### src/rtl/riscv_pkg.sv
// Shared RV32 front-end definitions: NOP encoding, fetch FSM states, decoder opcodes.
// No logic; constants and a small helper only.
// Imported by the fetch stage and by the decoder.
package riscv_pkg;

    // addi x0, x0, 0 -- what decode sees while nothing live is presented
    localparam logic [31:0] NOP_INSTR = 32'h0000_0013;

    // Major opcodes, instr[6:0], shared with the main decoder
    localparam logic [6:0] OPC_R      = 7'b011_0011;
    localparam logic [6:0] OPC_BRANCH = 7'b110_0011;
    localparam logic [6:0] OPC_LOAD   = 7'b000_0011;
    localparam logic [6:0] OPC_ALU_I  = 7'b001_0011;
    localparam logic [6:0] OPC_STORE  = 7'b010_0011;
    localparam logic [6:0] OPC_JAL    = 7'b110_1111;

    // IDLE: nothing outstanding; WAIT: response will be kept; DRAIN: response will be dropped
    typedef enum logic [1:0] {
        IDLE  = 2'd0,
        WAIT  = 2'd1,
        DRAIN = 2'd2
    } fetch_state_t;

    // Instructions are word aligned; redirect targets have their low two bits cleared
    function automatic logic [31:0] word_align(input logic [31:0] addr);
        return addr & 32'hFFFF_FFFC;
    endfunction

endpackage

### src/rtl/fetch_stage_if.sv
// Bundle between fetch, instruction memory, decode and the execute redirect path.
// Pure wiring, no latency.
// master = fetch stage; slave = memory/decode/execute environment.
interface fetch_stage_if;

    // instruction memory request/response
    logic        imem_req;
    logic [31:0] imem_addr;
    logic        imem_valid;
    logic [31:0] imem_rdata;

    // decode side
    logic        stall;
    logic        instr_valid;
    logic [31:0] instr;
    logic [31:0] pc_out;
    logic [31:0] pc_plus4;

    // execute redirect
    logic        redirect;
    logic [31:0] redirect_pc;

    modport master (
        output imem_req, imem_addr, instr_valid, instr, pc_out, pc_plus4,
        input  imem_valid, imem_rdata, stall, redirect, redirect_pc
    );

    modport slave (
        input  imem_req, imem_addr, instr_valid, instr, pc_out, pc_plus4,
        output imem_valid, imem_rdata, stall, redirect, redirect_pc
    );

endinterface

### src/rtl/fetch_stage.sv
// Instruction fetch: PC, single-outstanding imem reads, word+PC presented to decode.
// Latency: request cycle N -> instr_valid at N+2 with a 1-cycle memory; 1 instr/cycle sustained.
// Backpressure: stall freezes the output, one extra response parks in a skid entry, issue stops until it drains.
module fetch_stage
    import riscv_pkg::*;
#(
    parameter logic [31:0] RESET_PC = 32'h0000_0000
) (
    input  logic clk,
    input  logic rst_n,
    fetch_stage_if.master fi
);

    fetch_state_t state;
    logic [31:0]  fpc;
    logic [31:0]  req_pc;

    logic         out_valid;
    logic [31:0]  out_instr;
    logic [31:0]  out_pc;

    logic         buf_valid;
    logic [31:0]  buf_instr;
    logic [31:0]  buf_pc;

    logic         consume;
    logic         slot_free;
    logic         resp;
    logic         issue;

    // Handshake terms; issue is gated by rst_n so no request leaves while reset is held
    always_comb begin
        consume   = out_valid && !fi.stall;
        slot_free = !out_valid || consume;
        resp      = (state == WAIT) && fi.imem_valid;
        issue     = rst_n && !fi.redirect && !buf_valid &&
                    ((state == IDLE) || (resp && slot_free));
    end

    assign fi.imem_req    = issue;
    assign fi.imem_addr   = fpc;
    assign fi.instr_valid = out_valid;
    assign fi.instr       = out_instr;
    assign fi.pc_out      = out_pc;
    assign fi.pc_plus4    = out_pc + 32'd4;

    // FSM, PC, output slot and skid entry; redirect overrides every other update
    always_ff @(posedge clk or negedge rst_n) begin
        if (!rst_n) begin
            state     <= IDLE;
            fpc       <= RESET_PC;
            req_pc    <= 32'd0;
            out_valid <= 1'b0;
            out_instr <= NOP_INSTR;
            out_pc    <= 32'd0;
            buf_valid <= 1'b0;
            buf_instr <= NOP_INSTR;
            buf_pc    <= 32'd0;
        end else if (fi.redirect) begin
            out_valid <= 1'b0;
            buf_valid <= 1'b0;
            fpc       <= word_align(fi.redirect_pc);
            case (state)
                // response already here: drop it; otherwise it must be drained
                WAIT:    state <= fi.imem_valid ? IDLE : DRAIN;
                // the old request is still owed a response; if it lands now it is the one being drained
                DRAIN:   state <= fi.imem_valid ? IDLE : DRAIN;
                default: state <= IDLE;
            endcase
        end else begin
            // decode took the current word: refill from the skid entry, or empty the slot
            if (consume) begin
                if (buf_valid) begin
                    out_instr <= buf_instr;
                    out_pc    <= buf_pc;
                    buf_valid <= 1'b0;
                end else if (!resp) begin
                    out_valid <= 1'b0;
                end
            end

            case (state)
                IDLE: begin
                    if (issue) state <= WAIT;
                end
                WAIT: begin
                    if (fi.imem_valid) begin
                        if (slot_free) begin
                            out_valid <= 1'b1;
                            out_instr <= fi.imem_rdata;
                            out_pc    <= req_pc;
                        end else begin
                            buf_valid <= 1'b1;
                            buf_instr <= fi.imem_rdata;
                            buf_pc    <= req_pc;
                        end
                        state <= issue ? WAIT : IDLE;
                    end
                end
                DRAIN: begin
                    // stale data from before the redirect; nothing issues this cycle
                    if (fi.imem_valid) state <= IDLE;
                end
                default: state <= IDLE;
            endcase

            if (issue) begin
                req_pc <= fpc;
                fpc    <= fpc + 32'd4;
            end
        end
    end

endmodule

### src/flat_wrapper.sv
// flat-port wrapper written by rule: the top's interface ports become plain ports
module fetch_stage_flat import riscv_pkg::*;
#(
    parameter logic [31:0] RESET_PC = 32'h0000_0000
)
  (clk, rst_n, fi_imem_req, fi_imem_addr, fi_instr_valid, fi_instr, fi_pc_out, fi_pc_plus4, fi_imem_valid, fi_imem_rdata, fi_stall, fi_redirect, fi_redirect_pc);
  fetch_stage_if fi_i ();
  input  logic clk;
  input  logic rst_n;
  output wire logic [$bits(fi_i.imem_req)-1:0] fi_imem_req;
  output wire logic [$bits(fi_i.imem_addr)-1:0] fi_imem_addr;
  output wire logic [$bits(fi_i.instr_valid)-1:0] fi_instr_valid;
  output wire logic [$bits(fi_i.instr)-1:0] fi_instr;
  output wire logic [$bits(fi_i.pc_out)-1:0] fi_pc_out;
  output wire logic [$bits(fi_i.pc_plus4)-1:0] fi_pc_plus4;
  input wire logic [$bits(fi_i.imem_valid)-1:0] fi_imem_valid;
  input wire logic [$bits(fi_i.imem_rdata)-1:0] fi_imem_rdata;
  input wire logic [$bits(fi_i.stall)-1:0] fi_stall;
  input wire logic [$bits(fi_i.redirect)-1:0] fi_redirect;
  input wire logic [$bits(fi_i.redirect_pc)-1:0] fi_redirect_pc;
  assign fi_imem_req = fi_i.imem_req;
  assign fi_imem_addr = fi_i.imem_addr;
  assign fi_instr_valid = fi_i.instr_valid;
  assign fi_instr = fi_i.instr;
  assign fi_pc_out = fi_i.pc_out;
  assign fi_pc_plus4 = fi_i.pc_plus4;
  assign fi_i.imem_valid = fi_imem_valid;
  assign fi_i.imem_rdata = fi_imem_rdata;
  assign fi_i.stall = fi_stall;
  assign fi_i.redirect = fi_redirect;
  assign fi_i.redirect_pc = fi_redirect_pc;
  fetch_stage #(.RESET_PC(RESET_PC)) u_core (.clk(clk), .rst_n(rst_n), .fi(fi_i));
endmodule
### config.mk
export PLATFORM = sky130hd
export DESIGN_NAME = fetch_stage_flat
export DESIGN_NICKNAME = d
export VERILOG_FILES = /design/src/rtl/riscv_pkg.sv /design/src/rtl/fetch_stage_if.sv /design/src/rtl/fetch_stage.sv /design/src/flat_wrapper.sv
export SDC_FILE = /design/constraint.sdc
export NUM_CORES = 1
export LEC_CHECK = 0
export ABC_AREA = 1
export CORE_ASPECT_RATIO = 1.4
export CORE_MARGIN = 2
export CORE_UTILIZATION = 30
export CTS_BUF_LIST = sky130_fd_sc_hd__clkbuf_4 sky130_fd_sc_hd__clkbuf_8 sky130_fd_sc_hd__clkbuf_16
export DETAILED_ROUTE_END_ITERATION = 16
export SLEW_MARGIN = 20
export SYNTH_ARGS = -nofsm -noshare
export SYNTH_HDL_FRONTEND = slang
export SYNTH_SLANG_ARGS = --single-unit
### constraint.sdc
create_clock -name clk -period 1.43 [get_ports clk]
set_input_delay 0.2145 -clock clk [delete_from_list [all_inputs] [get_ports clk]]
set_output_delay 0.2145 -clock clk [all_outputs]
set_load 0.02 [all_outputs]
==> metrics.txt <==
vias per inst 4.83; share of cells above drive strength 1 46.7%; worst-skew pair later-pin latency 0.46 ns; WP buf/inv 1; CP Class flop to output pin; largest area contributor in the netlist dfrtp_1; GPL Wtd Cong 0.914; post-synthesis simple-gate area fraction 21.9%; status finished with violations; first-pass GRT wire length 57600 um; Synth top cells by count 314 x nand2_1, 184 x dfrtp_1, 176 x inv_1, 139 x nor2_1, 72 x o21ai_0; Slew Limit Fails 0; main area contributors after synthesis dfrtp_1 47%, nand2_1 12%, inv_1 6.8%, nor2_1 5.4%, o211ai_1 4.6%; largest family of logic cells by synthesized area simple AND/OR/NAND/NOR gates; Inserted Diodes 0; count leader, synth nand2_1; final net count 1805; Fillers 2692; post-synth top area share 47.3%; maximum clock path buffer count 2; Pre-antenna DRT Iters 7; clock root cell clkbuf_16; CP max-delay cell dfrtp_2; CP arrival 1.90 ns; failing checks setup timing; Fin. Hold Viols 0; Cell Area, Placed 0.0140 sq mm; Iter 0 DRT Violations 518; Synth Area in Compound Gates 14.4%; Core ar. 0.0322 sq mm; full die area 0.0340 sq mm; Final Skew 0.00980 ns; final setup margin -0.687 ns; YS warnings 0; Cell variety after synth 33; share of the yosys chip area belonging to registers 48.9%; CTS sink cnt 190; Min Hold Slack 0.193 ns; Synth Area in XOR/XNOR 2.70%; synthesis-stage register bit count 190; asr flop ratio synth 100%; final setup violation count 227; H-tree depth 4; via count 10400; Tot Pwr 0.0337 W; Hold Path Class input port to flop; Die Width 156 um; Post-DRT Antenna Nets 0; largest net degree at the start of global routing 165; initial antenna violation count 0; Main synth FF type dfrtp_1; Post-Synth Adder-Cell Area 0.642%; clk slew on worst S/H paths 0.07 ns; I/O Buffers 194; Post-Synthesis Cells 1252; cell family with the largest share of critical-path delay simple AND/OR/NAND/NOR gates; drt wl/cell 18.0 um; crit end category output pin; mean post-synth cell area 7.78 sq um; CTS buffer count 17; mux cell area share after synthesis 1.16%; IO Pins 199; Tcrit/Tclk final 148%; Final Cell Area 0.0182 sq mm; largest fanout on the critical path 4; grt ovf 0; Worst setup SP type flop; DP HPWL 22800 um; Max Freq 0.472 GHz; vias in the first global route 10500; RSZ-0062 raised after global routing true; Mapped Area 0.00974 sq mm; drt drc 0; Area growth syn-to-layout 86.8%; Non-Filler Instances 2144; Post-synth EDFFs 0; crit path cell chain ha_4, nand2_4, nor3_4, nand4_1, xor2_2, buf_6; WL final 38600 um; Power Dens Cells 1850 mW/mm^2; CTS tree yes; Worst VDD drop 832 uV; Starting Density 30.2%; gr usage total 22.0%; required time of the critical path 1.22 ns; Cells after DPL 1981; min Tclk post-route 2.12 ns; DIE HEIGHT 217 um; slowest stage delay, CP 0.43 ns; Rows 78; Lkg Pwr 8.76 nW; max cap viols 0
## per-stage QoR
step,utilization [%],setup TNS [ns],worst slack [ns]
floorplan,-,-10.13,-0.139
global placement,43.3,-91.64,-0.691
detailed placement,43.3,-90.85,-0.713
CTS,52.4,-81.97,-0.748
global route,56.5,-99.60,-0.773
finish,56.5,-80.72,-0.687
## placed cells by master (no fill, tap or decap), types with 10 or more instances in the layout
cell type,count
buf_4,176
buf_16,31
dfrtp_2,28
dlymetal6s2s_1,30
xor2_2,14
buf_6,115
nor2_2,16
nor2_1,54
nand3_1,48
nand2_4,41
clkdlybuf4s50_1,65
buf_8,15
a21oi_1,13
xor2_1,15
o211ai_1,60
buf_2,29
buf_12,33
nand2_2,34
clkbuf_16,24
inv_1,166
nand2_1,242
dfrtp_1,156
o21ai_2,52
inv_2,10
nor2_4,69
a21oi_2,36
o21ai_1,50
## layer usage
| layer | vias up | global-route usage (%) | routed length (um) |
|---|---|---|---|
| met5 | - | 0 | 0 |
| met4 | 0 | 8.17 | 1350 |
| met3 | 80 | 3.56 | 1620 |
| met2 | 318 | 39.6 | 20700 |
| met1 | 4994 | 26.0 | 15000 |
| li1 | 4966 | - | - |
## flip-flops by register name (all words and copies together), names as in the netlist, 2 cells and up
register,flops
u_core.fi.imem_addr,30
u_core.fi.pc_out,32
u_core.state,2
u_core.buf_pc,30
u_core.fi.instr,32
u_core.buf_instr,32
u_core.req_pc,30
## area by class of cell
cell class              count  area, sq um  area share (%)
clock buffers              18          439            2.41
clock inverters            14          135           0.743
inverters                 180          693            3.81
multi-input cells         824         5780            31.7
flip-flops and latches    190         4800            26.4
well taps                 400          500            2.75
repair buffers            518         5860            32.2
## worst min-delay path, cell delays in order
cell and delay, ns:
clkbuf_8 0.10, nand2_1 0.06, nand2_1 0.07, o21ai_2 0.07, nand2_1 0.06, nand2_1 0.04
## cell families after synthesis
kind of cell               after synthesis
other                                    1
DFF                                    190
and+or+nand+nor                        535
muxes                                   10
buffers and inverters                  240
AOI/OAI and AO/OA                      241
xor gates and xnor gates                30
adders and majority gates                5
## power breakdown
group,switching (W),internal [W]
registers,0.00207,0.00762
logic,0.00958,0.00961
clock network,0.00234,0.00248
## worst paths after layout
path                                                        to  cells past startpoint                       startpoint  slack [ns]
min in group asynchronous      u_core.fi.instr_valid$_DFF_PN0_                      4                            rst_n        0.49
max reg2reg                   u_core.fi.pc_out[13]$_DFFE_PN0N_                     15      u_core.state[1]$_DFFE_PN0P_       -0.61
max                                            fi_pc_plus4[20]                      6  u_core.fi.pc_out[2]$_DFFE_PN0N_       -0.69
min                                u_core.state[1]$_DFFE_PN0P_                      6                            rst_n        0.19
max in group asynchronous  u_core.fi.imem_addr[21]$_DFFE_PN0P_                      4                            rst_n        0.48
min reg2reg                     u_core.fi.instr[4]$_DFFE_PN1N_                      2   u_core.fi.instr[4]$_DFFE_PN1N_        0.47
## timing repair
item / CTS / global route
cloned: 34 / 8
hold buffers: 1 / 0
hold endpoints to repair: 26 / 0
setup endpoints to repair: 315 / 342
resized for setup: 720 / 360
buffers inserted: 88 / 38
pin swaps: 82 / 72
Power figures use the tool's default switching activity.
